--- src/rtl/load_store_unit.sv ---
// rtl/load_store_unit.sv - memory-stage load/store engine with a single-beat data bus
module load_store_unit #(
  parameter int TIMEOUT = 16
) (
  input  logic        clk,
  input  logic        rst_n,
  input  logic        mem_read,
  input  logic        mem_write,
  input  logic [2:0]  funct3,
  input  logic [31:0] addr,
  input  logic [31:0] store_data,
  output logic [31:0] load_data,
  output logic        stall,
  output logic        misaligned,
  output logic        bus_fault,
  output logic        bus_req,
  output logic        bus_we,
  output logic [31:0] bus_addr,
  output logic [31:0] bus_wdata,
  output logic [3:0]  bus_be,
  input  logic        bus_ack,
  input  logic [31:0] bus_rdata
);

  typedef enum logic [1:0] {
    ST_IDLE = 2'd0,
    ST_REQ  = 2'd1,
    ST_DONE = 2'd2
  } state_t;

  // Last counter value allowed in REQ before the access is abandoned.
  localparam logic [7:0] TMO_LAST = 8'(TIMEOUT - 1);

  state_t      state_q;
  logic        bus_req_q;
  logic        bus_we_q;
  logic [31:0] bus_addr_q;
  logic [31:0] bus_wdata_q;
  logic [3:0]  bus_be_q;
  logic [2:0]  funct3_q;
  logic [1:0]  off_q;
  logic [7:0]  cnt_q;
  logic [31:0] load_data_q;

  logic        req_w;
  logic        is_byte_w;
  logic        is_half_w;
  logic        misal_w;
  logic        accept_w;
  logic        timeout_w;
  logic [3:0]  be_d;
  logic [31:0] wdata_d;
  logic [31:0] shifted_w;
  logic [31:0] load_fmt_d;

  // Decode access size from funct3; unused codes fall through to word.
  always_comb begin
    req_w     = mem_read | mem_write;
    is_byte_w = (funct3[1:0] == 2'b00);
    is_half_w = (funct3[1:0] == 2'b01);
    misal_w   = (is_half_w & addr[0]) |
                (~is_byte_w & ~is_half_w & (addr[1:0] != 2'b00));
    accept_w  = (state_q == ST_IDLE) & req_w & ~misal_w;
    timeout_w = (state_q == ST_REQ) & ~bus_ack & (cnt_q == TMO_LAST);
  end

  // Byte enables and lane-replicated store data for the incoming access.
  always_comb begin
    be_d    = 4'b1111;
    wdata_d = store_data;
    if (is_byte_w) begin
      be_d    = 4'b0001 << addr[1:0];
      wdata_d = {4{store_data[7:0]}};
    end else if (is_half_w) begin
      be_d    = addr[1] ? 4'b1100 : 4'b0011;
      wdata_d = {2{store_data[15:0]}};
    end
  end

  // Align returned data to bit 0 and extend according to the latched size.
  always_comb begin
    shifted_w = bus_rdata >> {off_q, 3'b000};
    case (funct3_q)
      3'b000:  load_fmt_d = {{24{shifted_w[7]}}, shifted_w[7:0]};
      3'b100:  load_fmt_d = {24'd0, shifted_w[7:0]};
      3'b001:  load_fmt_d = {{16{shifted_w[15]}}, shifted_w[15:0]};
      3'b101:  load_fmt_d = {16'd0, shifted_w[15:0]};
      default: load_fmt_d = shifted_w;
    endcase
  end

  // Access FSM: launch in IDLE, wait for ack or timeout in REQ, release pipeline in DONE.
  always_ff @(posedge clk) begin
    if (!rst_n) begin
      state_q     <= ST_IDLE;
      bus_req_q   <= 1'b0;
      bus_we_q    <= 1'b0;
      bus_addr_q  <= 32'd0;
      bus_wdata_q <= 32'd0;
      bus_be_q    <= 4'd0;
      funct3_q    <= 3'd0;
      off_q       <= 2'd0;
      cnt_q       <= 8'd0;
      load_data_q <= 32'd0;
    end else begin
      case (state_q)
        ST_IDLE: begin
          if (accept_w) begin
            bus_req_q   <= 1'b1;
            bus_we_q    <= mem_write;
            bus_addr_q  <= {addr[31:2], 2'b00};
            bus_be_q    <= be_d;
            bus_wdata_q <= wdata_d;
            funct3_q    <= funct3;
            off_q       <= addr[1:0];
            cnt_q       <= 8'd0;
            state_q     <= ST_REQ;
          end
        end
        ST_REQ: begin
          // An ack arriving on the final cycle still completes the access.
          if (bus_ack) begin
            bus_req_q <= 1'b0;
            if (!bus_we_q) load_data_q <= load_fmt_d;
            state_q   <= ST_DONE;
          end else if (cnt_q == TMO_LAST) begin
            bus_req_q <= 1'b0;
            if (!bus_we_q) load_data_q <= 32'd0;
            state_q   <= ST_DONE;
          end else begin
            cnt_q <= cnt_q + 8'd1;
          end
        end
        ST_DONE: begin
          // Request lines still carry the finished instruction here.
          state_q <= ST_IDLE;
        end
        default: begin
          state_q <= ST_IDLE;
        end
      endcase
    end
  end

  assign stall      = rst_n & (accept_w | (state_q == ST_REQ));
  assign misaligned = rst_n & (state_q == ST_IDLE) & req_w & misal_w;
  assign bus_fault  = rst_n & timeout_w;
  assign bus_req    = bus_req_q;
  assign bus_we     = bus_we_q;
  assign bus_addr   = bus_addr_q;
  assign bus_wdata  = bus_wdata_q;
  assign bus_be     = bus_be_q;
  assign load_data  = load_data_q;

endmodule

--- config.mk ---
export PLATFORM = sky130hd
export DESIGN_NAME = load_store_unit
export DESIGN_NICKNAME = d
export VERILOG_FILES = /design/src/rtl/load_store_unit.sv
export SDC_FILE = /design/constraint.sdc
export NUM_CORES = 1
export LEC_CHECK = 0
export CORE_ASPECT_RATIO = 1.75
export CORE_MARGIN = 8
export CORE_UTILIZATION = 46
export DETAILED_ROUTE_END_ITERATION = 6
export GPL_TIMING_DRIVEN = 0
export PLACE_DENSITY = 0.85
export SYNTH_ARGS = -nofsm -noshare
export SYNTH_HDL_FRONTEND = slang
export SYNTH_SLANG_ARGS = --single-unit
--- constraint.sdc ---
create_clock -name clk -period 3.6 [get_ports clk]
set_clock_uncertainty 0.1 [all_clocks]
set_input_delay 0.36 -clock clk [delete_from_list [all_inputs] [get_ports clk]]
set_output_delay 0.36 -clock clk [all_outputs]
set_load 0.02 [all_outputs]
# After elaboration in Yosys (flattened, before gate mapping)
# Cells that the tools add are included.
# totals
mem_bits_ro	0
in_bits	104
out_inout_bits	105
wordCells	76
ramBits	0
latch_bits	0
ff_bits	115
n_memories	0
# op_classes
n_reduce_logical	11
bitwise	20
addsub	1
order_cmp	0
n_eq_ne	10
mul	0
n_mux	22
n_div	0
n_shift	2
# op_table
cell	count
two-way mux 32 bit	6
case mux 32 bit (4 select lines)	1
right shift 32 x 5 -> 32 bit	1
two-way mux 8 bit	3
case mux 8 bit (2 select lines)	1
AND 1 bit	12
two-way mux 4 bit	3
adder 8 x 1 -> 8 bit, second input constant	1
== test 8 x 4 -> 1 bit, second input constant	1
== test 3 bit, second input constant	2
two-way mux 2 bit	3
inequality test 2 bit, second input constant	3
AND reduction 3 bit	2
nonzero test 2 bit	3
inverter 1 bit	5
== test 2 x 1 -> 1 bit, second input constant	2
logical NOT 2 bit	2
case mux 2 bit (2 select lines)	1
AND reduction 2 bit	2
AND reduction 4 bit	1
<< shifter 1 x 2 -> 4 bit, first input constant	1
== test 3 x 1 -> 1 bit, second input constant	1
logical NOT 3 bit	1
two-way mux 1 bit	3
3 further kinds	5

# Longest topological paths before layout
# depth
word_depth	9
mapped_depth	7
mapped_depth_nobuf	5

# Worst setup path after synthesis
# No wires, ideal clock.
# synth_timing
path_kind	input-to-output
start	in funct3[0]
end	out stall
path_slack_ns	1.375
stages	6
t_required_ns	3.140
arrival_time_ns	1.765
path_buffers	3
cell_sequence	or2_1 -> buf_2 -> a211o_1 -> clkbuf_1 -> buf_2 -> a21oi_1
# synth_via
elab_chain_len	9
word_cells_on_any_way	12
classes_between	eq/ne (1); bitwise (10); reduce/logical (1)
# synth_lines
item	line_no	rtl
from (decl)	9	input logic [2:0] funct3,
== test 2 x 1 -> 1 bit or logical NOT 2 bit (tied branches)	60, 59	
inverter 1 bit	62	(~is_byte_w & ~is_half_w & (addr[1:0] != 2'b00));
AND 1 bit (2 in series)	62	
OR 1 bit (*)	61	misal_w = (is_half_w & addr[0]) |
inverter 1 bit (*)	63	accept_w = (state_q == ST_IDLE) & req_w & ~misal_w;
AND 1 bit (*)	63	
OR 1 bit (*)	145	assign stall = rst_n & (accept_w | (state_q == ST_REQ));
AND 1 bit (*)	145	
to (decl)	13	output logic stall,
# Mark *: on every way between the ends. The rest lies on a longest branch, timed or not.

# Worst setup path in the final report
# Ends and elaborated chain as after synthesis.

==> summary.txt <==
Place
  • Placement Cell Area: 7220 um2
  • DP HPWL: between 10000 and 15000 um
  • Dpl cells: just over 900
  • GPL Wtd Cong: about 0.9
  • PortBufs: between 200 and 250

Drt
  • Via density: between 5 and 6
  • Drt total wl: ~18000 um
  • DR WL/cell: slightly below 20 um
  • # DRC: 0
  • ANT nets after route: 0
  • Via count: 5268
  • Drt pass-1 iters: 4
  • Initial DRC count: roughly 290

Worst setup path
  • CP max stage delay: between 0.6 and 0.7 ns
  • Highest-delay cell along the critical path: clkdlybuf4s50_1
  • WS Path Type: primary input to primary output
  • Crit-path cells: clkdlybuf4s50_1 -> or2_1 -> buf_2 -> a211o_1 -> clkbuf_1 -> buf_2 -> a21oi_1 -> clkdlybuf4s50_1
  • Worst Setup End Kind: primary output
  • Crit path max fanout: 10
  • Critical path required time: ~3.1 ns
  • CP startpoint kind: primary input
  • Crit path DAT: a little under 3 ns

Die
  • Die span in x: 94.9 um
  • Rows: 50
  • Die H: ~150 um
  • Die area: about 15000 um2
  • Core box area: 10600 um2
  • IO Count: ~210
  • Initial Utilization: 47.2%

Synthesis
  • Number of synthesized flops with an enable pin: 0
  • Area of the mapped netlist: between 5000 and 6000 um2
  • Cell variety after synth: slightly below 60
  • Ys async rst share: 0%
  • Sequential share of the synthesized area: roughly 46%
  • Post-synth top flop: dfxtp_1
  • Syn Area/Cell: slightly below 9 um2
  • Synth Instances: roughly 570
  • Warnings from Yosys: 0
  • Seq cells post-synth: between 100 and 150

Clocking
  • Cts bufs inserted: 17
  • CTS resizes: 0
  • H-tree depth: 4
  • Clock transition at path regs: ~0.050 ns
  • Hold Buf Count CTS: 0
  • Clock sink count: 115
  • Clock root cell: clkbuf_16
  • Post-CTS Setup Bufs: 0
  • Skew-Pair Late Insertion Delay: 0.41 ns
  • CTS tree: yes
  • Clock Path Buffers: 2

Cells and area
  • Area delta synth->final: 56.5%
  • Final #Nets: 902
  • Layout cells sized above 1: roughly 7.7%
  • Non-filler cells, final: 940
  • Fin area: between 7000 and 8000 um2
  • Antenna diodes: 0

STA
  • Slew @ Worst Pin: roughly 0.91 ns
  • Max Fclk: 294 MHz
  • Fin crit share: 94.5%
  • Final min period: ~3.4 ns
  • Hold Fails Final Rpt: 0
  • Unrepaired setup endpoints after global routing: no
  • Relative slew slack: 38.9%
  • Setup violators final: 0
  • Max Slew Vio Count: 0
  • Final setup TNS: 0 ns

Job
  • Max-cap violations: 0

Power and ir drop
  • VDD IR max: 0.419 mV
  • PwrDens: 500 nW/um2
  • Cell leakage power: around 3.0 nW

Outcome
  • Run status: complete, no violations

GRT
  • Global-route usage over all layers: about 25%
  • Largest net degree at the start of global routing: 17
  • First-pass GRT wire length: 28200 um
  • Initial antenna violation count: 0
  • Grt total ovfl: 0
  • Vias in the first global route: approximately 5500

Worst hold path
  • HP Class: primary input to flip-flop
[where the power goes]
| part | total [mW] | switching, mW | internal (mW) | leakage (nW) |
|---|---|---|---|---|
| registers | 1.40 | 0.0462 | 1.36 | 0.939 |
| clock network | 1.77 | 0.634 | 1.14 | 0.305 |
| logic | 0.753 | 0.399 | 0.355 | 1.75 |
| total | 3.93 | 1.08 | 2.85 | 2.99 |
[placed cells by master (no fill, tap or decap), types with 5 or more instances in the layout]
| cell | Yosys | final |
|---|---|---|
| clkdlybuf4s50_1 | 0 | 204 |
| nand2_1 | 129 | 129 |
| dfxtp_1 | 115 | 115 |
| a21oi_1 | 51 | 51 |
| nor2_1 | 31 | 31 |
| clkbuf_1 | 27 | 27 |
| mux2i_1 | 24 | 24 |
| o21ai_0 | 17 | 17 |
| clkbuf_16 | 0 | 17 |
| buf_2 | 16 | 16 |
| a211o_1 | 16 | 16 |
| nor2b_1 | 16 | 16 |
| a22o_1 | 15 | 15 |
| a2bb2oi_1 | 8 | 8 |
| a22oi_1 | 8 | 8 |
| a311oi_1 | 8 | 8 |
| a221o_1 | 8 | 8 |
| a32o_1 | 7 | 7 |
| o2bb2ai_1 | 6 | 6 |
| nor3_1 | 5 | 5 |
| nand3b_1 | 5 | 5 |
| inv_6 | 0 | 5 |
[registers in the layout (all words and copies together), names as in the netlist]
name / count
bus_be: 4
bus_we: 1
bus_req: 1
load_data: 32
cnt_q: 8
state_q: 2
funct3_q: 3
bus_addr: 30
off_q: 2
bus_wdata: 32
[kinds of logic after synthesis]
family / count (synthesis) / share of synthesized area, %
buffers and inverters: 52 / 4.74
xor gates and xnor gates: 4 / 0.699
AOI/OAI and AO/OA: 164 / 24.3
DFF: 115 / 45.9
other: 1 / 0.0748
and+or+nand+nor: 211 / 18.8
muxes: 25 / 5.24
adders and majority gates: 1 / 0.249
[routing by layer]
layer | up-vias | wire length [um] | global-route usage, %
met5 | - | 0 | 0
met4 | 0 | 818 | 13.8
met3 | 58 | 1520 | 7.70
met2 | 244 | 9440 | 43.5
met1 | 2465 | 6370 | 24.1
li1 | 2501 | - | -
[layout make-up]
| class | count | area (um2) |
|---|---|---|
| plain buffers | 48 | 223 |
| clock buffers | 19 | 453 |
| clock inverters | 13 | 173 |
| fillers | 818 | 2790 |
| inverters | 4 | 15.0 |
| multi-input cells | 407 | 2480 |
| flip-flops and latches | 115 | 2300 |
| well taps | 130 | 163 |
| repair buffers | 204 | 2040 |
[through the flow]
stage / setup slack, ns / utilization (%) / power [mW] / hold WS, ns
2_1_floorplan: 1.38 / - / 1.80 / 0.344
3_3_place_gp: 0.250 / 67.9 / 2.16 / 0.342
3_5_place_dp: 0.226 / 67.9 / 2.18 / 0.349
4_1_cts: 0.217 / 73.8 / 3.95 / 0.222
5_1_grt: 0.0639 / 73.8 / 4.07 / 0.292
6_report: 0.197 / 73.8 / 3.93 / 0.240
[Yosys cell counts (2+ instances only)]
library cell	number	area share [%]
nand3_1	4	0.40
nand3b_1	5	0.75
o2bb2ai_1	6	1.0
o21ai_0	17	1.7
nand2_1	129	9.7
a21o_1	2	0.30
buf_2	16	1.6
or2_1	2	0.25
a2bb2oi_1	8	1.4
or3_1	3	0.37
nand2b_1	3	0.37
a22oi_1	8	1.2
a2111oi_2	2	0.60
a31oi_1	2	0.25
a311oi_1	8	1.4
nor2_1	31	2.3
a32o_1	7	1.4
and3_1	3	0.37
mux2i_1	24	4.8
a211o_1	16	2.8
o21a_1	2	0.30
nor3_1	5	0.50
xnor2_1	3	0.52
a22o_1	15	2.6
clkbuf_1	27	2.0
a21oi_1	51	5.1
nand4_1	2	0.25
buf_6	2	0.45
or3b_1	2	0.35
nor2b_1	16	2.0
a221o_1	8	1.6
inv_1	3	0.22
dfxtp_1	115	46
buf_4	2	0.30
[path summary, 6_finish.rpt]
check                start  slack, ns  cells after the start             to
max reg2reg     state_q[1]       1.45                      5   load_data[6]
min                addr[1]       0.24                      2      bus_be[1]
max              funct3[0]       0.20                      8          stall
min reg2reg  bus_wdata[25]       0.36                      2  bus_wdata[25]
[worst max-delay path: cells and delay by family]
kind	cells	cell delay (ns)
buffers and inverters	5	1.84
AOI/OAI and AO/OA	2	0.43
and+or+nand+nor	1	0.31
Power figures use the tool's default switching activity.
